`config.mk`:
```
export PLATFORM = sky130hd
export DESIGN_NAME = pattern_gen
export DESIGN_NICKNAME = d
export VERILOG_FILES = /design/src/rtl/pattern_gen.sv
export SDC_FILE = /design/constraint.sdc
export NUM_CORES = 1
export LEC_CHECK = 0
export ABC_AREA = 1
export CAP_MARGIN = 20
export CORE_ASPECT_RATIO = 2
export CORE_MARGIN = 5
export CORE_UTILIZATION = 48
export CTS_CLUSTER_SIZE = 40
export DETAILED_ROUTE_END_ITERATION = 16
export GPL_ROUTABILITY_DRIVEN = 0
export PLACE_DENSITY = 0.8
export SYNTH_ARGS = -nofsm -noshare
export SYNTH_HDL_FRONTEND = slang
export SYNTH_SLANG_ARGS = --single-unit
```
`constraint.sdc`:
```
create_clock -name clk_i -period 2.3 [get_ports clk_i]
set_clock_uncertainty 0.2 [all_clocks]
set_input_delay 0.575 -clock clk_i [delete_from_list [all_inputs] [get_ports clk_i]]
set_output_delay 0.575 -clock clk_i [all_outputs]
set_load 0.01 [all_outputs]
```
`src/rtl/pattern_gen.sv`:
```
// ---------------------------------------------------------------------------
// PatternGen : transmit-side pattern serializer.
//
// Emits a fixed PAT_WIDTH-bit pattern as a sequence of WIDTH-bit words,
// first-sent bit = PAT[PAT_WIDTH-1]. The pattern is zero-padded on its MSB
// side up to a whole number of words. A burst repeats the pattern a latched
// number of times, with GAP idle cycles between repetitions.
//
// Ports:
//   clk_i        : clock, everything on the rising edge
//   rst_i        : synchronous active-high reset
//   ena_i        : clock enable, low stalls the block
//   start_i      : request a burst (only honoured in IDLE)
//   abort_i      : drop the current burst, no done pulse
//   repeat_cnt_i : repetitions per burst, latched at start, 0 behaves as 1
//   data_out_o   : current pattern word, IDLE_VAL otherwise
//   data_valid_o : data_out_o carries a pattern word
//   pat_first_o  : first word of a repetition
//   busy_o       : burst in progress
//   done_o       : pulse on the final word of the final repetition
// ---------------------------------------------------------------------------
module pattern_gen #(
  parameter int                   WIDTH     = 2,
  parameter int                   PAT_WIDTH = 7,
  parameter logic [PAT_WIDTH-1:0] PAT       = 7'b1110011,
  parameter int                   GAP       = 2,
  parameter logic [WIDTH-1:0]     IDLE_VAL  = '0,
  parameter int                   CNT_W     = 8
) (
  input  logic             clk_i,
  input  logic             rst_i,
  input  logic             ena_i,
  input  logic             start_i,
  input  logic             abort_i,
  input  logic [CNT_W-1:0] repeat_cnt_i,
  output logic [WIDTH-1:0] data_out_o,
  output logic             data_valid_o,
  output logic             pat_first_o,
  output logic             busy_o,
  output logic             done_o
);

  localparam int WORDS = (PAT_WIDTH + WIDTH - 1) / WIDTH;
  localparam int EXT_W = WORDS * WIDTH;
  localparam int IDX_W = (WORDS > 1) ? $clog2(WORDS) : 1;
  localparam int ROM_N = 2 ** IDX_W;
  // The gap counter has to be able to hold the value GAP itself.
  localparam int GAP_W = (GAP > 0) ? $clog2(GAP + 1) : 1;

  localparam logic [EXT_W-1:0] PAT_EXT  = EXT_W'(PAT);
  localparam logic [IDX_W-1:0] LAST_IDX = IDX_W'(WORDS - 1);
  localparam logic [GAP_W-1:0] GAP_DONE = GAP_W'(GAP);
  localparam logic [GAP_W-1:0] GAP_ONE  = GAP_W'(1);
  localparam logic [CNT_W-1:0] ONE_REP  = CNT_W'(1);

  typedef enum logic [1:0] {
    ST_IDLE = 2'd0,
    ST_SEND = 2'd1,
    ST_GAP  = 2'd2
  } state_t;

  // Word lookup table. Entries past WORDS exist only so the index width
  // covers the table exactly; they are never selected.
  logic [WIDTH-1:0] wordRom [ROM_N];

  for (genvar k = 0; k < ROM_N; k++) begin : g_rom
    if (k < WORDS) begin : g_word
      assign wordRom[k] = PAT_EXT[EXT_W-1-k*WIDTH -: WIDTH];
    end else begin : g_pad
      assign wordRom[k] = IDLE_VAL;
    end
  end

  state_t           state_q, state_d;
  logic [IDX_W-1:0] idx_q, idx_d;
  logic [CNT_W-1:0] reps_q, reps_d;
  logic [GAP_W-1:0] gap_q, gap_d;
  logic [WIDTH-1:0] data_q, data_d;
  logic             valid_q, valid_d;
  logic             first_q, first_d;
  logic             busy_q, busy_d;
  logic             done_q, done_d;

  logic             emit;
  logic [IDX_W-1:0] emitIdx;
  logic [CNT_W-1:0] emitReps;

  // Next-state logic. idx_q is the index of the next word to send and reps_q
  // counts repetitions still owed, including the one in flight. A word is
  // emitted from IDLE (start), from SEND (every enabled edge) or from GAP
  // (after the last idle cycle); all three share the same emit path so the
  // end-of-repetition decision is made in one place.
  always_comb begin
    state_d  = state_q;
    idx_d    = idx_q;
    reps_d   = reps_q;
    gap_d    = gap_q;
    data_d   = IDLE_VAL;
    valid_d  = 1'b0;
    first_d  = 1'b0;
    done_d   = 1'b0;
    busy_d   = busy_q;
    emit     = 1'b0;
    emitIdx  = idx_q;
    emitReps = reps_q;

    if (ena_i) begin
      if (abort_i) begin
        // Abort beats a simultaneous start and never produces done.
        state_d = ST_IDLE;
        idx_d   = '0;
        reps_d  = '0;
        gap_d   = '0;
        busy_d  = 1'b0;
      end else begin
        unique case (state_q)
          ST_IDLE: begin
            busy_d = 1'b0;
            if (start_i) begin
              emit     = 1'b1;
              emitIdx  = '0;
              emitReps = (repeat_cnt_i == '0) ? ONE_REP : repeat_cnt_i;
            end
          end
          ST_SEND: begin
            emit = 1'b1;
          end
          ST_GAP: begin
            busy_d = 1'b1;
            if (gap_q == GAP_DONE) begin
              emit    = 1'b1;
              emitIdx = '0;
            end else begin
              gap_d = gap_q + GAP_ONE;
            end
          end
          default: begin
            state_d = ST_IDLE;
            busy_d  = 1'b0;
          end
        endcase

        if (emit) begin
          data_d  = wordRom[emitIdx];
          valid_d = 1'b1;
          first_d = (emitIdx == '0);
          busy_d  = 1'b1;
          gap_d   = '0;
          if (emitIdx == LAST_IDX) begin
            idx_d = '0;
            if (emitReps == ONE_REP) begin
              // Final word of the burst: busy stays up this cycle and
              // falls on the next enabled edge from IDLE.
              done_d  = 1'b1;
              reps_d  = '0;
              state_d = ST_IDLE;
            end else begin
              reps_d  = emitReps - ONE_REP;
              state_d = (GAP > 0) ? ST_GAP : ST_SEND;
            end
          end else begin
            idx_d   = emitIdx + IDX_W'(1);
            reps_d  = emitReps;
            state_d = ST_SEND;
          end
        end
      end
    end
  end

  // State and output registers with synchronous reset. With ena_i low the
  // combinational block already holds state/counters/busy and clears the
  // per-word outputs, so this block just loads every _d.
  always_ff @(posedge clk_i) begin
    if (rst_i) begin
      state_q <= ST_IDLE;
      idx_q   <= '0;
      reps_q  <= '0;
      gap_q   <= '0;
      data_q  <= IDLE_VAL;
      valid_q <= 1'b0;
      first_q <= 1'b0;
      busy_q  <= 1'b0;
      done_q  <= 1'b0;
    end else begin
      state_q <= state_d;
      idx_q   <= idx_d;
      reps_q  <= reps_d;
      gap_q   <= gap_d;
      data_q  <= data_d;
      valid_q <= valid_d;
      first_q <= first_d;
      busy_q  <= busy_d;
      done_q  <= done_d;
    end
  end

  assign data_out_o   = data_q;
  assign data_valid_o = valid_q;
  assign pat_first_o  = first_q;
  assign busy_o       = busy_q;
  assign done_o       = done_q;

endmodule

```
==> results of run 1 <==
tightest hold or removal path: cells and delay by family, from the launching register on:
| kind | cells | cell delay [ps] |
|---|---|---|
| DFF | 1 | 310 |
| and+or+nand+nor | 2 | 100 |
cell families after synthesis:
family,after synthesis,share of synthesized area
compound gates,21,0.103
buf+inv,42,0.132
fa+ha+maj,6,0.0581
simple gates,112,0.397
flops,20,0.310
path summary, 6_finish.rpt:
check	from	to	slack, ps	cells after the start
worst min register to register	reps_q[5]	reps_q[5]	260	2
worst min-delay path	reps_q[5]	reps_q[5]	260	2
worst max register to register	gap_q[0]	reps_q[6]	190	13
worst max-delay path	repeat_cnt_i[6]	reps_q[3]	110	16
final cells by class:
| cell class | instances | area share |
|---|---|---|
| Sequential cell | 20 | 0.221 |
| Multi-Input combinational cell | 139 | 0.411 |
| Inverter | 39 | 0.0808 |
| Clock buffer | 3 | 0.0228 |
| Timing Repair Buffer | 51 | 0.245 |
| Tap cell | 28 | 0.0193 |
stage by stage:
stage / TNS, ps / utilization / total power, mW / hold slack (ps) / worst slack, ps
4_1_cts: -23.2 / 0.691 / 0.784 / 260 / -23.2
3_3_place_gp: -1560 / 0.670 / 0.563 / 245 / -298
3_5_place_dp: -2060 / 0.670 / 0.565 / 248 / -337
5_1_grt: -208 / 0.705 / 0.822 / 284 / -50.3
2_1_floorplan: 0 / - / 0.468 / 226 / 7.05
6_report: 0 / 0.705 / 0.786 / 256 / 108
layer usage:
layer,wire [microns],up-vias,share of wire
met5,0,-,0
met4,276,0,0.083
met3,138,24,0.042
met2,1720,46,0.52
met1,1180,621,0.35
li1,-,732,-
state kept, by name (all words and copies together) (netlist names), 2 cells and up:
| register | cells |
|---|---|
| state_q | 2 |
| gap_q | 2 |
| data_out_o | 2 |
| reps_q | 8 |
| idx_q | 2 |
what timing repair did:
item / 4_1_cts / 5_1_grt
pin swaps: 0 / 8
hold endpoints to repair: 0 / 0
buffers inserted: 0 / 1
setup endpoints to repair: 3 / 8
resized for setup: 4 / 13
report_power, final:
part	internal, mW	switching [mW]	leakage [nW]
combinational	0.0996	0.106	0.753
sequential	0.354	0.00446	0.162
clock	0.116	0.106	0.0216
layout by cell type, fill, tap and decap left out, drive strengths merged:
cell	instances
a21oi	6
buf	33
clkbuf	3
clkdlybuf4s50	13
dfxtp	20
dlymetal6s2s	5
ha	6
inv	39
nand2	57
nand3	21
nand3b	1
nand4	2
nor2	28
nor3	2
nor4	1
o211ai	1
o21ai	6
o21bai	2
o22ai	4
o311ai	1
o41ai	1
==> flow_summary.yaml, run 1 <==
pwr:
  power.density_nw_per_um2: 434
  p_leak_nw: 0.936
  ir_worst_vdd_mv: 0.239
global_route:
  grt_max_degree: 11
  use_met1: 0.168
  gr-usage-all-layers: 0.182
  use_met2: 0.317
  grt_pass1_wl_mm: 5.26
  grt_use_met3: 0.0195
  antenna_found_initial: 0
  gr-total-overflow: 0
  grt_pass1_vias: 1335
  grt.busiest_layer: "met2"
clock_network:
  holdBufCountCts: 0
  cts_tree: "built"
  h-tree-depth: 1
  cts.clk_slew.worst_paths_ps: 70
  cts_buffers: 3
  cts-root-buf: "clkbuf_8"
  worstSkewPairLatency_ps: 250
  clockBufferDepth: 2
  cts_sinks: 20
sta:
  final_max_slew_viol_count: 0
  setup_viol: 0
  finalHoldViolCount: 0
  final.period_utilization: 0.953
  clock.fmax_ghz: 0.456
  slew_headroom: 0.747
  worst_pin_slew_ps: 376
  min_period_ps: 2190
die:
  initial_core_util: 0.502
  core_sq_um: 2570
  die_area_sq_um: 3890
  num_rows: 26
  fp.dieH_microns: 83.4
  pin_count: 19
  die_w_microns: 46.7
yosys:
  synth_most_common_cell: "nand2_1"
  syn-cell-area_sq_um: 1290
  yosys.area.top_type: "dfxtp_1"
  yosysTopAreaCellShare: 0.310
  syn_avg_cell_area_sq_um: 6.42
  synth.distinct_cells: 27
  synth_edf_count: 0
  postSynthCellCount: 201
  synth.top_cells.by_count: "49 x nand2_1, 37 x inv_1, 23 x nor2_1"
  ys_seq_area_frac: 0.310
  netlist_top_cells_area: "dfxtp_1 31%, nand2_1 14%, inv_1 11%"
  yosysWarnings: 0
  syn_nets: 220
  ys_seq_elements: 20
  synthFlopType: "dfxtp_1"
  async_reset_ff_frac: 0
route:
  ant_nets: 0
  drtIter0Drc: 44
  drt-pass1-iter-count: 4
  routed_via_density: 5.08
  routed_wl_mm: 3.31
  wire_per_inst_microns: 11.8
  via_count: 1423
  drcViolationCount: 0
placed_design:
  port_buffers: 18
  dp_hpwl_mm: 2.70
  dp_cells: 276
  post_dp_cell_area_sq_um: 1720
cells_and_area:
  stdcell_count: 280
  syn2layout_area_growth_pct: 40.3
  finalInstanceArea_sq_um: 1810
  multiInputGateArea_sq_um: 744
  fin_nets: 273
  nFillCells: 207
  drive_above_1_share: 0.254
  antenna_cells: 0
  register_area_sq_um: 400
critical_path:
  cp_num_buf_inv: 5
  path_class: "input pin to flop"
  critPathMaxFanout: 4
  cp_slowest_cell: "clkdlybuf4s50_1"
  cp.arrival_ps: 2140
  start_kind: "input pin"
  cp-end-kind: "flop"
  critical-path-top-delay-family: "simple AND/OR/NAND/NOR gates"
  crit_chain: "clkdlybuf4s50_1 > inv_1 > nand2_1 > nor2_1 > nand2_1 > nand2_2 > nand2_2 > inv_1 > ha_1 > inv_1 > nor2_2 > nand3_2 > nand2_4 > inv_2 > nand3_1 > nand2_1"
  critPathRequiredTime_ps: 2250
  slowest_delay_ps: 390
run:
  drv_cap: 0
status:
  status: "finished clean"
worst_hold_path:
  min_path_type: "flop to flop"
Note: power is estimated with default switching activity, not from simulation.
==> run 2, diff against run 1 <==
CAP_MARGIN = unset   (was 20)
SETUP_SLACK_MARGIN = 0.1   (was unset)
==> flow_summary.yaml, run 2 (synthesis results as in run 1) <==
status:
  status: "finished clean"
route:
  drtIter0Drc: 42
  routed_wl_mm: 4.53
  via_count: 1579
  drt-pass1-iter-count: 5
  ant_nets: 0
  wire_per_inst_microns: 15.8
  routed_via_density: 5.50
  drcViolationCount: 0
sta:
  finalWorstSetupSlack_ps: 143
  final.period_utilization: 0.938
  slew_headroom: 0.741
  min_period_ps: 2160
  finalHoldViolCount: 0
  clock.fmax_ghz: 0.464
  rsz0062_at_grt: "false"
  setup_viol: 0
  tns_ps: 0
  final_max_slew_viol_count: 0
  worst_pin_slew_ps: 385
die:
  num_rows: 26
  die_w_microns: 46.7
  initial_core_util: 0.502
  core_sq_um: 2570
  pin_count: 19
  die_area_sq_um: 3890
  fp.dieH_microns: 83.4
cells_and_area:
  fin_nets: 279
  syn2layout_area_growth_pct: 54.7
  regMostFlops: "reps_q"
  layout_commonest_cell: "nand2_1"
  largest_reg_flops: 8
  drive_above_1_share: 0.336
  mostFrequentLayoutCells: "44 x nand2_1, 37 x buf_4, 33 x inv_1"
  antenna_cells: 0
  nFillCells: 176
critical_path:
  r2r_cells: 13
  slowest_delay_ps: 230
  critical-path-top-delay-family: "simple AND/OR/NAND/NOR gates"
  start_kind: "input pin"
  cp.arrival_ps: 2120
  cp.depth: 16
  critPathMaxFanout: 4
  crit_chain: "dlygate4sd2_1 > inv_1 > nand2_1 > nor2_1 > nand2_1 > nand2_2 > nand2_4 > inv_4 > ha_4 > inv_2 > nor2_4 > nand3_4 > nand2_4 > inv_2 > nand2_2 > o21ai_2"
  cp_slowest_cell: "dlygate4sd2_1"
  rr_endpoint: "reps_q[2]"
  cp-end-kind: "flop"
  path_class: "input pin to flop"
  cp_num_buf_inv: 5
  endpoint: "reps_q[2]"
  startpoint: "repeat_cnt_i[4]"
  r2r-start: "state_q[0]"
  critPathRequiredTime_ps: 2260
  reg2reg_setup_slack_ps: 180
global_route:
  grt_max_degree: 13
  antenna_found_initial: 0
  grt_pass1_wl_mm: 7.08
  gr-usage-all-layers: 0.241
  grt_pass1_vias: 1601
  gr-total-overflow: 0
clock_network:
  cts_tree: "built"
  clockBufferDepth: 2
  cts.clk_slew.worst_paths_ps: 90
  worstSkewPairLatency_ps: 270
  holdBufCountCts: 0
  cts_buffers: 3
  cts_sinks: 20
  h-tree-depth: 1
  cts-root-buf: "clkbuf_8"
pwr:
  ir_worst_vdd_mv: 0.380
  p_leak_nw: 0.977
  power.density_nw_per_um2: 486
placed_design:
  dp_slack_ps: -331
  port_buffers: 18
  dp_hpwl_mm: 2.87
run:
  drv_cap: 0
worst_hold_path:
  min_path_type: "flop to flop"
[run 2: changes by cell type in the layout (fill, tap and decap cells not counted), moves of 4 or more]
cell,previous run,this run
nor2_4,1,6
buf_4,32,37
nand2_1,48,44
dlygate4sd2_1,0,6
[run 2: worst min path at each step]
stage / startpoint / to / slack, ps / cells past startpoint
6_report: reps_q[5] / reps_q[5] / 260 / 2
5_1_grt: reps_q[5] / reps_q[5] / 290 / 2
4_1_cts: busy_o / busy_o / 260 / 2
3_5_place_dp: reps_q[6] / reps_q[6] / 250 / 2
3_3_place_gp: reps_q[5] / reps_q[5] / 240 / 2
2_1_floorplan: reps_q[5] / reps_q[5] / 230 / 2
[run 2: repair_timing]
action | in CTS | in global routing
buffers inserted | 4 | 7
setup endpoints to repair | 7 | 10
gates resized for setup | 27 | 12
pin swaps | 18 | 8
[run 2: where the power goes]
part           internal, mW  switching, mW  total (mW)
sequential            0.354        0.00450       0.359
clock                 0.232          0.133       0.365
combinational         0.109          0.137       0.246
[run 2: area by class of cell]
cell class              count  area [sq um]  area share
repair buffers             57           478       0.239
clock inverters             1          30.0      0.0150
multi-input cells         139           861       0.431
inverters                  39           149      0.0746
flip-flops and latches     20           403       0.202
well taps                  28          35.0      0.0175
clock buffers               3          41.3      0.0207
[run 2: stage by stage]
step	instances	area, sq um	total power, mW	utilization	hold slack, ps
6_report	287	2000	0.970	0.777	264
5_1_grt	287	2000	0.995	0.777	290
4_1_cts	280	1920	0.935	0.745	265
3_5_place_dp	272	1730	0.564	0.671	252
3_3_place_gp	272	1730	0.561	0.671	237
2_1_floorplan	201	1330	0.473	-	226
[run 2: per-layer routing]
layer | global-route usage | wire length, microns | up-vias
li1 | - | - | 742
met1 | 0.244 | 1590 | 730
met2 | 0.416 | 2440 | 81
met3 | 0.0433 | 247 | 26
met4 | 0.151 | 254 | 0
met5 | 0 | 0 | -
[run 2: tightest hold or removal path, stage by stage (launching register included)]
cell and delay [ps]:
dfxtp_1 320, nand2_1 60, nand2_1 50
